--- src/rtl/sha3_seq_ctrl.sv ---
// SHA3 top-level sequencer: absorb, pad10*1, permute, squeeze.
// Optional permutation timeout guarded by SHA3_SEQ_TIMEOUT_EN.
module sha3_seq_ctrl #(
  parameter int DATA_WIDTH   = 16,
  parameter int PERM_TIMEOUT = 64
) (
  input  logic                  ACLK,
  input  logic                  ARESETN,
  input  logic [DATA_WIDTH-1:0] S_TDATA,
  input  logic                  S_TVALID,
  output logic                  S_TREADY,
  input  logic                  S_TLAST,
  input  logic [1:0]            S_TUSER,
  input  logic                  CFG_MODE,
  output logic                  STATE_CLR,
  output logic                  ABS_WE,
  output logic [7:0]            ABS_IDX,
  output logic [DATA_WIDTH-1:0] ABS_DATA,
  output logic                  PERM_START,
  input  logic                  PERM_DONE,
  output logic                  SQ_READY,
  output logic [1:0]            SQ_TUSER,
  output logic                  SQ_MODE,
  input  logic                  SQ_LAST,
  output logic                  DONE,
  output logic                  ERR
);

  typedef enum logic [2:0] {
    IDLE, ABSORB, PAD, PERM, SQUEEZE, FIN
  } state_t;

  localparam logic [7:0] RW0 = 8'(1152 / DATA_WIDTH);
  localparam logic [7:0] RW1 = 8'(1088 / DATA_WIDTH);
  localparam logic [7:0] RW2 = 8'(832 / DATA_WIDTH);
  localparam logic [7:0] RW3 = 8'(576 / DATA_WIDTH);

  localparam logic [DATA_WIDTH-1:0] PAD_LO =
    DATA_WIDTH'(8'h06);
  localparam logic [DATA_WIDTH-1:0] PAD_HI =
    {1'b1, {(DATA_WIDTH-1){1'b0}}};

  state_t     state_q, state_d;
  logic [7:0] wcnt_q, wcnt_d;
  logic [1:0] var_q, var_d;
  logic       mode_q, mode_d;
  logic       pend_q, pend_d;
  logic       fin_q, fin_d;
  logic       pfirst_q, pfirst_d;
  logic       pstart_q, pstart_d;
  logic       tmo;
  logic [7:0] last_idx;
  logic [1:0] var_sel;

  // In IDLE the block size must follow the variant on the bus.
  assign var_sel = (state_q == IDLE) ? S_TUSER : var_q;

  always_comb begin
    last_idx = RW0 - 8'd1;
    unique case (var_sel)
      2'd0: last_idx = RW0 - 8'd1;
      2'd1: last_idx = RW1 - 8'd1;
      2'd2: last_idx = RW2 - 8'd1;
      2'd3: last_idx = RW3 - 8'd1;
    endcase
  end

`ifdef SHA3_SEQ_TIMEOUT_EN
  localparam int TW = $clog2(PERM_TIMEOUT + 1);
  logic [TW-1:0] tcnt_q;
  logic          err_q;

  assign tmo = (state_q == PERM) && !PERM_DONE &&
               (tcnt_q == TW'(PERM_TIMEOUT - 1));
  assign ERR = err_q;

  always_ff @(posedge ACLK or negedge ARESETN) begin
    if (!ARESETN) begin
      tcnt_q <= '0;
      err_q  <= 1'b0;
    end else begin
      tcnt_q <= (state_q == PERM) ? tcnt_q + 1'b1 : '0;
      if (tmo) err_q <= 1'b1;
    end
  end
`else
  assign tmo = 1'b0;
  assign ERR = (PERM_TIMEOUT < 0);
`endif

  assign SQ_TUSER = var_q;
  assign SQ_MODE  = mode_q;

  always_comb begin
    state_d    = state_q;
    wcnt_d     = wcnt_q;
    var_d      = var_q;
    mode_d     = mode_q;
    pend_d     = pend_q;
    fin_d      = fin_q;
    pfirst_d   = pfirst_q;
    pstart_d   = pstart_q;
    S_TREADY   = 1'b0;
    STATE_CLR  = 1'b0;
    ABS_WE     = 1'b0;
    ABS_IDX    = 8'd0;
    ABS_DATA   = '0;
    PERM_START = 1'b0;
    SQ_READY   = 1'b0;
    DONE       = 1'b0;
    unique case (state_q)
      IDLE: begin
        S_TREADY = ARESETN;
        if (S_TVALID && ARESETN) begin
          STATE_CLR = 1'b1;
          ABS_WE    = 1'b1;
          ABS_DATA  = S_TDATA;
          var_d     = S_TUSER;
          mode_d    = CFG_MODE;
          wcnt_d    = 8'd1;
          pend_d    = 1'b0;
          fin_d     = 1'b0;
          if (S_TLAST) begin
            state_d  = PAD;
            pfirst_d = 1'b1;
          end else begin
            state_d = ABSORB;
          end
        end
      end
      ABSORB: begin
        S_TREADY = 1'b1;
        if (S_TVALID) begin
          ABS_WE   = 1'b1;
          ABS_IDX  = wcnt_q;
          ABS_DATA = S_TDATA;
          wcnt_d   = wcnt_q + 8'd1;
          if (wcnt_q == last_idx) begin
            state_d  = PERM;
            pstart_d = 1'b1;
            pend_d   = S_TLAST;
          end else if (S_TLAST) begin
            state_d  = PAD;
            pfirst_d = 1'b1;
          end
        end
      end
      PAD: begin
        ABS_WE   = 1'b1;
        ABS_IDX  = wcnt_q;
        ABS_DATA = (pfirst_q ? PAD_LO : '0) |
                   ((wcnt_q == last_idx) ? PAD_HI : '0);
        pfirst_d = 1'b0;
        wcnt_d   = wcnt_q + 8'd1;
        if (wcnt_q == last_idx) begin
          state_d  = PERM;
          pstart_d = 1'b1;
          fin_d    = 1'b1;
        end
      end
      PERM: begin
        PERM_START = pstart_q;
        pstart_d   = 1'b0;
        if (PERM_DONE) begin
          wcnt_d = 8'd0;
          if (fin_q) begin
            fin_d   = 1'b0;
            state_d = SQUEEZE;
          end else if (pend_q) begin
            pend_d   = 1'b0;
            pfirst_d = 1'b1;
            state_d  = PAD;
          end else begin
            state_d = ABSORB;
          end
        end else if (tmo) begin
          fin_d   = 1'b0;
          pend_d  = 1'b0;
          state_d = IDLE;
        end
      end
      SQUEEZE: begin
        SQ_READY = 1'b1;
        if (SQ_LAST) state_d = FIN;
      end
      FIN: begin
        DONE    = 1'b1;
        state_d = IDLE;
      end
      default: state_d = IDLE;
    endcase
  end

  always_ff @(posedge ACLK or negedge ARESETN) begin
    if (!ARESETN) begin
      state_q  <= IDLE;
      wcnt_q   <= 8'd0;
      var_q    <= 2'd0;
      mode_q   <= 1'b0;
      pend_q   <= 1'b0;
      fin_q    <= 1'b0;
      pfirst_q <= 1'b0;
      pstart_q <= 1'b0;
    end else begin
      state_q  <= state_d;
      wcnt_q   <= wcnt_d;
      var_q    <= var_d;
      mode_q   <= mode_d;
      pend_q   <= pend_d;
      fin_q    <= fin_d;
      pfirst_q <= pfirst_d;
      pstart_q <= pstart_d;
    end
  end

endmodule

--- config.mk ---
export PLATFORM = sky130hd
export DESIGN_NAME = sha3_seq_ctrl
export DESIGN_NICKNAME = d
export VERILOG_FILES = /design/src/rtl/sha3_seq_ctrl.sv
export SDC_FILE = /design/constraint.sdc
export NUM_CORES = 1
export LEC_CHECK = 0
export ABC_AREA = 0
export CAP_MARGIN = 20
export CORE_MARGIN = 2
export CORE_UTILIZATION = 43
export CTS_CLUSTER_DIAMETER = 30
export DETAILED_ROUTE_END_ITERATION = 6
export HOLD_SLACK_MARGIN = 0.06
export PLACE_DENSITY = 0.81
export SYNTH_ARGS = -nofsm -noshare
export SYNTH_HDL_FRONTEND = slang
export SYNTH_SLANG_ARGS = --single-unit
--- constraint.sdc ---
create_clock -name ACLK -period 2.9 [get_ports ACLK]
set_input_delay 0.58 -clock ACLK [delete_from_list [all_inputs] [get_ports ACLK]]
set_output_delay 0.58 -clock ACLK [all_outputs]
set_load 0.02 [all_outputs]
==> results of run 1 <==
## synthesized netlist by cell type, types with 2 or more instances
cell type  instances
a211oi_1           2
and2_1            22
nor3_1             7
o22ai_1            2
nand3_1            4
o21ai_0           18
dfrtp_1           18
nand2_1           23
clkbuf_1           8
nor2b_1            3
inv_1              6
nand4_1            3
a31oi_1            3
mux2i_1            5
nor2_1            15
nand2b_1           3
buf_1              2
o31a_1             2
mux2_2             2
a22o_1             3
a21oi_1            7
a31o_2             2
and3_1             2
## registers in the layout (all words and copies together) (netlist names)
register  count
fin_q         1
pstart_q      1
pend_q        1
pfirst_q      1
SQ_MODE       1
state_q       3
wcnt_q        8
SQ_TUSER      2
## cells by family after synthesis
logic type	count (synthesis)	share of synthesized area
AOI/OAI and AO/OA	49	0.2350
adders and majority gates	1	0.008801
buffers and inverters	18	0.05106
other	1	0.002638
muxes	8	0.06162
xor gates and xnor gates	1	0.006163
DFF	18	0.3169
and+or+nand+nor	87	0.3178
## what timing repair did
| item | CTS | global route |
|---|---|---|
| setup endpoints to repair | 19 | 7 |
| resized for setup | 21 | 8 |
| setup buffers | 0 | 3 |
| gates cloned | 0 | 0 |
| pin swaps | 1 | 0 |
## critical path: cells and delay by family
kind	cells	cell delay [ns]
AOI/OAI and AO/OA	3	0.80
buffers and inverters	2	0.77
and+or+nand+nor	2	0.19
## per-stage QoR
stage          setup WS [ns]  total power (W)  hold WS [ns]  setup TNS, ns
2_1_floorplan         0.5360         0.001157        0.2844              0
3_3_place_gp         -0.3534         0.001562        0.4605        -0.4051
3_5_place_dp         -0.3459         0.001570        0.4696        -0.4998
4_1_cts            0.0001201         0.001694        0.4937              0
5_1_grt              -0.1197         0.001862        0.5208        -0.1197
6_report            -0.02133         0.001720        0.4864       -0.02133
## layout make-up
cell class                      instances  area (sq um)  share of cell area
Sequential cell                        18         450.4              0.2073
Tap cell                               44         55.05             0.02533
Timing Repair Buffer                   75         696.9              0.3207
Inverter                                6         22.52             0.01036
Clock buffer                            4         36.28             0.01670
Multi-Input combinational cell        147         912.1              0.4197
## layer usage
metal / track usage / vias up
met5: 0 / -
met4: 0.06383 / 0
met3: 0.04202 / 4
met2: 0.3398 / 59
met1: 0.2979 / 704
li1: - / 781
## path summary, 6_finish.rpt
kind	from	end	slack, ns	cells after the start
min reg2reg	SQ_MODE	SQ_MODE	0.49	2
max	S_TUSER[1]	ABS_DATA[15]	-0.02	7
max in group asynchronous	ARESETN	pfirst_q	1.94	3
min in group asynchronous	ARESETN	SQ_TUSER[0]	0.76	3
max reg2reg	state_q[2]	pfirst_q	0.73	7
min	SQ_MODE	SQ_MODE	0.49	2
## power groups by stage
stage / Clock [W] / Combinational [W] / Sequential, W
after floorplan: 0 / 0.000750 / 0.000407
after global placement: 0 / 0.00116 / 0.000399
after detailed placement: 0 / 0.00117 / 0.000399
after CTS: 0.000162 / 0.00114 / 0.000394
after global routing: 0.000175 / 0.00128 / 0.000407
final: 0.000162 / 0.00116 / 0.000394
==> results.py, run 1 <==
metrics = {
    "run_status": {
        "outcome": "finished with violations",
        "violations": "setup timing",
    },
    "logic_synthesis": {
        "syn_nets": 209,
        "yosysSeqAreaShare": 0.3169,
        "synth_top_cell_by_area": "dfrtp_1",
        "synthDistinctLibCells": 44,
        "syn_area_sq_mm": 0.001421,
        "yosysWarningCount": 0,
        "ys.flop_type": "dfrtp_1",
        "postSynthAreaPerCell_sq_um": 7.767,
        "synth.ff_latch_count": 18,
        "synth_cells": 183,
        "synth_top_area_share": 0.3169,
        "async_reset_ff_frac": 1.000,
        "synth_edf_count": 0,
        "netlist_top_cells_area": "dfrtp_1 (32%), and2_1 (9.7%), o21ai_0 (6.3%)",
    },
    "placement": {
        "placed_cell_area_sq_mm": 0.002110,
        "dp_hpwl_mm": 2.823,
        "post-place-cells": 287,
        "place_congestion": 0.8114,
        "io_buffers": 57,
    },
    "timing": {
        "post-route-period-util": 1.007,
        "worst_slack_ns": -0.02133,
        "finalClockSkew_ns": 0.005129,
        "final.min_clock_period_ns": 2.921,
        "slew_viol_final": 0,
        "hold_viol": 0,
        "rsz0062_at_grt": "true",
        "setup-violations-final": 1,
        "max_freq_ghz": 0.3423,
    },
    "grt": {
        "antenna_found_initial": 0,
        "grt_overflow": 0,
        "grt_pass1_wl_mm": 6.147,
        "grt_usage": 0.2150,
        "grt_max_degree": 25,
        "grt_pass1_vias": 1370,
    },
    "finish": {
        "drive_gt1_frac": 0.1360,
        "n_antenna_cell": 0,
        "syn_to_final_growth_pct": 52.90,
        "fin_cells": 294,
        "layout_commonest_cell": "clkdlybuf4s50_1",
        "final_cell_mix": "clkdlybuf4s50_1 (33), nand2_1 (23), and2_1 (22)",
        "n_fill_cell": 254,
        "fin_util": 0.7004,
        "stdcell_area_sq_mm": 0.002173,
        "fin_nets": 277,
    },
    "drt": {
        "wl_met3_um": 247,
        "drc": 0,
        "wl_met2_mm": 1.803,
        "topRoutingLayerUsed": "met4",
        "wl_per_cell_um": 12.76,
        "drtAntennaViolNets": 0,
        "drt_iter0_drc": 46,
        "drt_pre_antenna_iters": 4,
        "vias_per_cell": 5.265,
        "wl_met1_mm": 1.663,
        "routed_wl_mm": 3.750,
        "vias": 1548,
    },
    "critical_path": {
        "cp.arrival_ns": 2.34,
        "critPathMaxStageDelay_ns": 0.51,
        "worstSetupPathType": "primary input to primary output",
        "critPathMaxFanout": 3,
        "start_kind": "primary input",
        "crit_slowest_cell": "clkdlybuf4s50_1",
        "crit_path_frequent_cell": "nand2_1",
        "crit_path_cell_trace": "clkdlybuf4s50_1 > a21oi_1 > a2111o_1 > a211oi_4 > nand2_1 > nand2_1 > clkdlybuf4s15_2",
        "end_kind": "primary output",
        "required_ns": 2.32,
    },
    "pwr": {
        "switchingPower_w": 0.0007942,
        "pwr_density_cell_mw_per_mm2": 791.3,
        "total_leakage_power_nw": 1.096,
        "p_seq_frac": 0.229,
        "clockPowerShare": 0.094,
        "internal_power_w": 0.0009256,
        "combinationalPowerShare": 0.677,
        "irDropWorstVdd_mv": 0.4405,
        "swShare": 0.4618,
    },
    "floorplan": {
        "rows": 20,
        "die_x_um": 61.50,
        "coreArea_sq_mm": 0.003103,
        "pin_count": 59,
        "die_area_sq_mm": 0.003782,
        "start_util": 0.4581,
        "die_h_um": 61.50,
    },
    "clocking": {
        "clk_pin_slew_worst_paths_ns": 0.10,
        "root_buffer": "clkbuf_4",
        "insertion_delay_ns": 0.30,
        "cts_buffers": 3,
        "h-tree-depth": 1,
        "cts_max_path_buffers": 2,
        "cts.sinks": 18,
        "cts_tree": "yes",
        "holdBufCountCts": 0,
    },
    "min_path": {
        "hold_path.class": "flip-flop to flip-flop",
    },
    "flow_run": {
        "maxCapViolCount": 0,
    },
}
(Power assumes the default switching activity.)
==> run 2: changes to the inputs <==
--- a/config.mk
+++ b/config.mk
@@ -7,7 +7,6 @@
 export LEC_CHECK = 0
 export ABC_AREA = 0
 export CAP_MARGIN = 20
-export CORE_MARGIN = 2
 export CORE_UTILIZATION = 43
 export CTS_CLUSTER_DIAMETER = 30
 export DETAILED_ROUTE_END_ITERATION = 6
==> run 2 against run 1 <==
The run now ends clean. Cell count is 1.0% lower. Clock power about the same. Fmax grew 4.9%. Combinational power about the same. Largest cell class unchanged.
==> results.py, run 2 (same netlist as run 1, synthesis figures left out) <==
metrics = {
    "run_status": {
        "outcome": "finished clean",
    },
    "min_path": {
        "worstHoldEndpoint": "SQ_MODE",
        "min-delay-start": "SQ_MODE",
        "hold_path.class": "flip-flop to flip-flop",
        "hold_path_depth": 2,
    },
    "placement": {
        "post-place-cells": 287,
        "place_ws_ns": -0.3434,
        "place_congestion": 0.8627,
        "dp_hpwl_mm": 2.942,
        "io_buffers": 57,
    },
    "drt": {
        "vias": 1559,
        "vias_per_cell": 5.357,
        "drc": 0,
        "drtAntennaViolNets": 0,
        "routed_wl_mm": 3.866,
        "wl_per_cell_um": 13.29,
        "drt_pre_antenna_iters": 4,
        "drt_iter0_drc": 84,
    },
    "grt": {
        "grt_pass1_vias": 1408,
        "grt_max_degree": 25,
        "grt_usage": 0.2327,
        "grt_pass1_wl_mm": 6.251,
        "antenna_found_initial": 0,
        "grt_overflow": 0,
    },
    "finish": {
        "n_antenna_cell": 0,
        "fin_nets": 274,
        "final-seq-area_sq_um": 450.4,
        "multi_input_area_sq_um": 912.1,
        "drive_gt1_frac": 0.1255,
        "largest_reg_flops": 8,
        "fin_util": 0.6859,
        "final_cell_mix": "clkdlybuf4s50_1 (33), nand2_1 (23), dlygate4sd2_1 (23), and2_1 (22)",
        "top_register": "wcnt_q",
        "layout_commonest_cell": "clkdlybuf4s50_1",
        "n_fill_cell": 288,
        "syn_to_final_growth_pct": 49.74,
        "fin_cells": 291,
    },
    "clocking": {
        "root_buffer": "clkbuf_4",
        "cts.sinks": 18,
        "cts_buffers": 3,
        "cts_tree": "yes",
        "cts_max_path_buffers": 2,
        "clk_pin_slew_worst_paths_ns": 0.12,
        "postCtsSetupBuffers": 0,
        "insertion_delay_ns": 0.30,
        "h-tree-depth": 1,
    },
    "pwr": {
        "power.total_w": 0.001707,
        "pwr_density_cell_mw_per_mm2": 801.9,
        "total_leakage_power_nw": 1.018,
        "irDropWorstVdd_mv": 0.4138,
    },
    "timing": {
        "final.min_clock_period_ns": 2.786,
        "max_freq_ghz": 0.3590,
        "holdWs_ns": 0.5008,
        "slew_viol_final": 0,
        "setup-violations-final": 0,
        "finalClockSkew_ns": 0.003724,
        "hold_viol": 0,
        "worst_slack_ns": 0.1143,
        "post-route-period-util": 0.9606,
        "rsz0062_at_grt": "false",
    },
    "critical_path": {
        "reg2reg_slack_ns": 0.69,
        "end_kind": "primary output",
        "start_kind": "flip-flop",
        "reg2reg_to": "pfirst_q",
        "cp.arrival_ns": 2.21,
        "required_ns": 2.32,
        "critPathMaxFanout": 24,
        "worstSetupPathType": "flip-flop to primary output",
        "r2r-start": "state_q[0]",
        "reg2reg_depth": 7,
    },
    "floorplan": {
        "coreArea_sq_mm": 0.003103,
        "start_util": 0.4581,
        "die_h_um": 59.50,
        "rows": 20,
        "die_x_um": 59.50,
        "pin_count": 59,
        "die_area_sq_mm": 0.003540,
    },
    "flow_run": {
        "maxCapViolCount": 0,
    },
}
-- run 2: metrics by stage --
| stage | cell area, sq um | setup TNS (ns) |
|---|---|---|
| global placement | 2110 | -0.4693 |
| floorplan | 1421 | 0 |
| CTS | 2118 | 0 |
| detailed placement | 2110 | -0.5867 |
| global route | 2128 | 0 |
| finish | 2128 | 0 |
-- run 2: layer usage --
| layer | part of all wire | up-vias | routed length, um | global-route usage |
|---|---|---|---|---|
| met2 | 0.48 | 65 | 1857 | 0.3949 |
| met1 | 0.44 | 718 | 1711 | 0.2997 |
| met5 | 0 | - | 0 | 0 |
| met3 | 0.065 | 6 | 252 | 0.04803 |
| li1 | - | 770 | - | - |
| met4 | 0.011 | 0 | 44 | 0.06312 |
-- run 2: worst max path at each step --
stage / start / end / slack (ns)
floorplan: state_q[1] / ABS_DATA[15] / 0.54
global placement: S_TUSER[1] / ABS_DATA[15] / -0.34
detailed placement: S_TUSER[1] / ABS_DATA[15] / -0.34
CTS: S_TUSER[1] / ABS_DATA[15] / 0.02
global route: state_q[0] / ABS_IDX[4] / 0.003
finish: state_q[0] / ABS_IDX[4] / 0.11
-- run 2: worst max-delay path, cell delays in order, from the launching register on --
cell and delay, ns:
dfrtp_1 0.44, buf_4 0.23, and3_1 0.26, nor4_1 0.30, clkdlybuf4s50_1 0.66
-- run 2: cell type report --
class / count / area share
clock buffers: 4 / 0.01705
inverters: 6 / 0.01058
multi-input cells: 147 / 0.4286
flip-flops and latches: 18 / 0.2116
well taps: 44 / 0.02587
repair buffers: 72 / 0.3063
-- run 2: where the power goes --
group | leakage, nW | switching [W] | internal [W]
clock network | 0.0210 | 0.0000881 | 0.0000766
registers | 0.235 | 0.0000821 | 0.000318
logic | 0.762 | 0.000636 | 0.000507
-- run 2: timing repair --
action,4_1_cts,5_1_grt
setup endpoints to repair,24,2
pin swaps,1,3
resized for setup,26,5
hold buffers,0,0
==> run 3: changes to the inputs <==
--- a/config.mk
+++ b/config.mk
@@ -11,7 +11,7 @@
 export CTS_CLUSTER_DIAMETER = 30
 export DETAILED_ROUTE_END_ITERATION = 6
 export HOLD_SLACK_MARGIN = 0.06
-export PLACE_DENSITY = 0.81
+export PLACE_DENSITY = 0.8
 export SYNTH_ARGS = -nofsm -noshare
 export SYNTH_HDL_FRONTEND = slang
 export SYNTH_SLANG_ARGS = --single-unit
==> run 3 against run 2 <==
Combinational power hardly changed. Sequential share of layout area is 0.51 points lower. Sequential power hardly changed. Non-clock buffer count is 1 lower. Wire length is 5.0% lower. First-iteration DRC count is 55% lower. Critical path depth is 1 higher. Flip-flop and latch count stayed put. Register-to-register slack better by 0.02 ns.
==> results.py, run 3 (same netlist as run 1, synthesis figures left out) <==
metrics = {
    "run_status": {
        "outcome": "finished clean",
    },
    "finish": {
        "largest_reg_flops": 8,
        "drive_gt1_frac": 0.1260,
        "final_cell_mix": "clkdlybuf4s50_1 (33), nand2_1 (23), and2_1 (22), dfrtp_1 (18), o21ai_0 (18)",
        "n_antenna_cell": 0,
        "top_register": "wcnt_q",
        "fin_util": 0.7028,
        "fin_nets": 273,
        "layout_commonest_cell": "clkdlybuf4s50_1",
        "syn_to_final_growth_pct": 53.43,
        "stdcell_area_sq_mm": 0.002181,
    },
    "grt": {
        "grt_pass1_vias": 1308,
        "grt_pass1_wl_mm": 5.871,
        "grt_usage": 0.2158,
        "grt_overflow": 0,
        "antenna_found_initial": 0,
        "grt_max_degree": 25,
    },
    "pwr": {
        "pwr_density_cell_mw_per_mm2": 788.6,
        "combinationalPowerShare": 0.676,
        "power.total_w": 0.001720,
        "irDropWorstVdd_mv": 0.4706,
        "clockPowerShare": 0.093,
        "switchingPower_w": 0.0007951,
        "total_leakage_power_nw": 1.205,
        "swShare": 0.4624,
        "p_seq_frac": 0.231,
        "internal_power_w": 0.0009246,
    },
    "floorplan": {
        "die_h_um": 59.50,
        "rows": 20,
        "coreArea_sq_mm": 0.003103,
        "start_util": 0.4581,
        "die_x_um": 59.50,
        "pin_count": 59,
        "die_area_sq_mm": 0.003540,
    },
    "critical_path": {
        "critPathMaxFanout": 13,
        "crit_path_cell_trace": "clkdlybuf4s50_1 > buf_6 > o21a_1 > o211a_1 > clkdlybuf4s50_1",
        "start_kind": "primary input",
        "crit_path_frequent_cell": "clkdlybuf4s50_1",
        "cp.arrival_ns": 2.25,
        "end_kind": "primary output",
        "required_ns": 2.32,
        "crit_slowest_cell": "clkdlybuf4s50_1",
        "critPathMaxStageDelay_ns": 0.60,
        "worstSetupPathType": "primary input to primary output",
    },
    "placement": {
        "place_ws_ns": -0.3445,
        "dp_hpwl_mm": 2.765,
        "place_congestion": 0.8317,
        "io_buffers": 57,
        "placed_cell_area_sq_mm": 0.002102,
    },
    "timing": {
        "hold_viol": 0,
        "rsz0062_at_grt": "false",
        "final.min_clock_period_ns": 2.831,
        "worst_slack_ns": 0.06864,
        "holdWs_ns": 0.4867,
        "slew_viol_final": 0,
        "max_freq_ghz": 0.3532,
        "post-route-period-util": 0.9763,
        "setup-violations-final": 0,
        "finalClockSkew_ns": 0.007772,
    },
    "clocking": {
        "cts.sinks": 18,
        "clk_pin_slew_worst_paths_ns": 0.11,
        "cts_buffers": 3,
        "cts_max_path_buffers": 2,
        "root_buffer": "clkbuf_4",
        "insertion_delay_ns": 0.30,
        "cts_tree": "yes",
        "h-tree-depth": 1,
    },
    "flow_run": {
        "maxCapViolCount": 0,
    },
    "drt": {
        "vias_per_cell": 5.276,
        "wl_met1_mm": 1.682,
        "wl_met3_um": 223,
        "wl_per_cell_um": 12.66,
        "drtAntennaViolNets": 0,
        "routed_wl_mm": 3.671,
        "vias": 1530,
        "topRoutingLayerUsed": "met3",
        "drt_iter0_drc": 38,
        "drt_pre_antenna_iters": 4,
        "wl_met2_mm": 1.764,
        "drc": 0,
    },
    "min_path": {
        "hold_path.class": "flip-flop to flip-flop",
    },
}
-- run 3: area by class of cell --
cell class,instances,area (sq um)
well taps,44,55.05
multi-input cells,147,914.6
flip-flops and latches,18,450.4
fillers,276,922.1
clock buffers,4,36.28
repair buffers,71,701.9
inverters,6,22.52
-- run 3: per-stage QoR --
step                instances  TNS [ns]
finish                    290         0
global route              290         0
floorplan                 183         0
global placement          286   -0.3892
CTS                       290         0
detailed placement        286   -0.3963
-- run 3: final timing paths --
path	from	endpoint	slack (ns)	depth (start not counted)
min	SQ_MODE	SQ_MODE	0.49	2
max	ARESETN	ABS_WE	0.07	5
max in group asynchronous	ARESETN	fin_q	2.11	2
max reg2reg	state_q[2]	pfirst_q	0.71	7
min reg2reg	SQ_MODE	SQ_MODE	0.49	2
min in group asynchronous	ARESETN	state_q[0]	0.65	2
-- run 3: critical path, delay by kind of cell --
family	cells	cell delay, ns
buffers and inverters	3	1.33
AOI/OAI and AO/OA	2	0.35
-- run 3: timing repair --
action,in CTS,in global routing
pin swaps,1,1
hold buffers,0,0
setup buffers,0,0
gates resized for setup,11,21
setup endpoints to repair,9,18
-- run 3: per-layer routing --
| metal | GRT usage | vias to the layer above |
|---|---|---|
| met1 | 0.3089 | 706 |
| met5 | 0 | - |
| met3 | 0.05677 | 0 |
| met2 | 0.3387 | 51 |
| met4 | 0.01993 | 0 |
| li1 | - | 773 |
-- run 3: power by group through the flow --
stage	Combinational (W)	Clock (W)	Sequential (W)
floorplan	0.000750	0	0.000407
global placement	0.00116	0	0.000398
detailed placement	0.00117	0	0.000400
CTS	0.00116	0.000165	0.000395
global route	0.00127	0.000177	0.000406
finish	0.00116	0.000160	0.000397
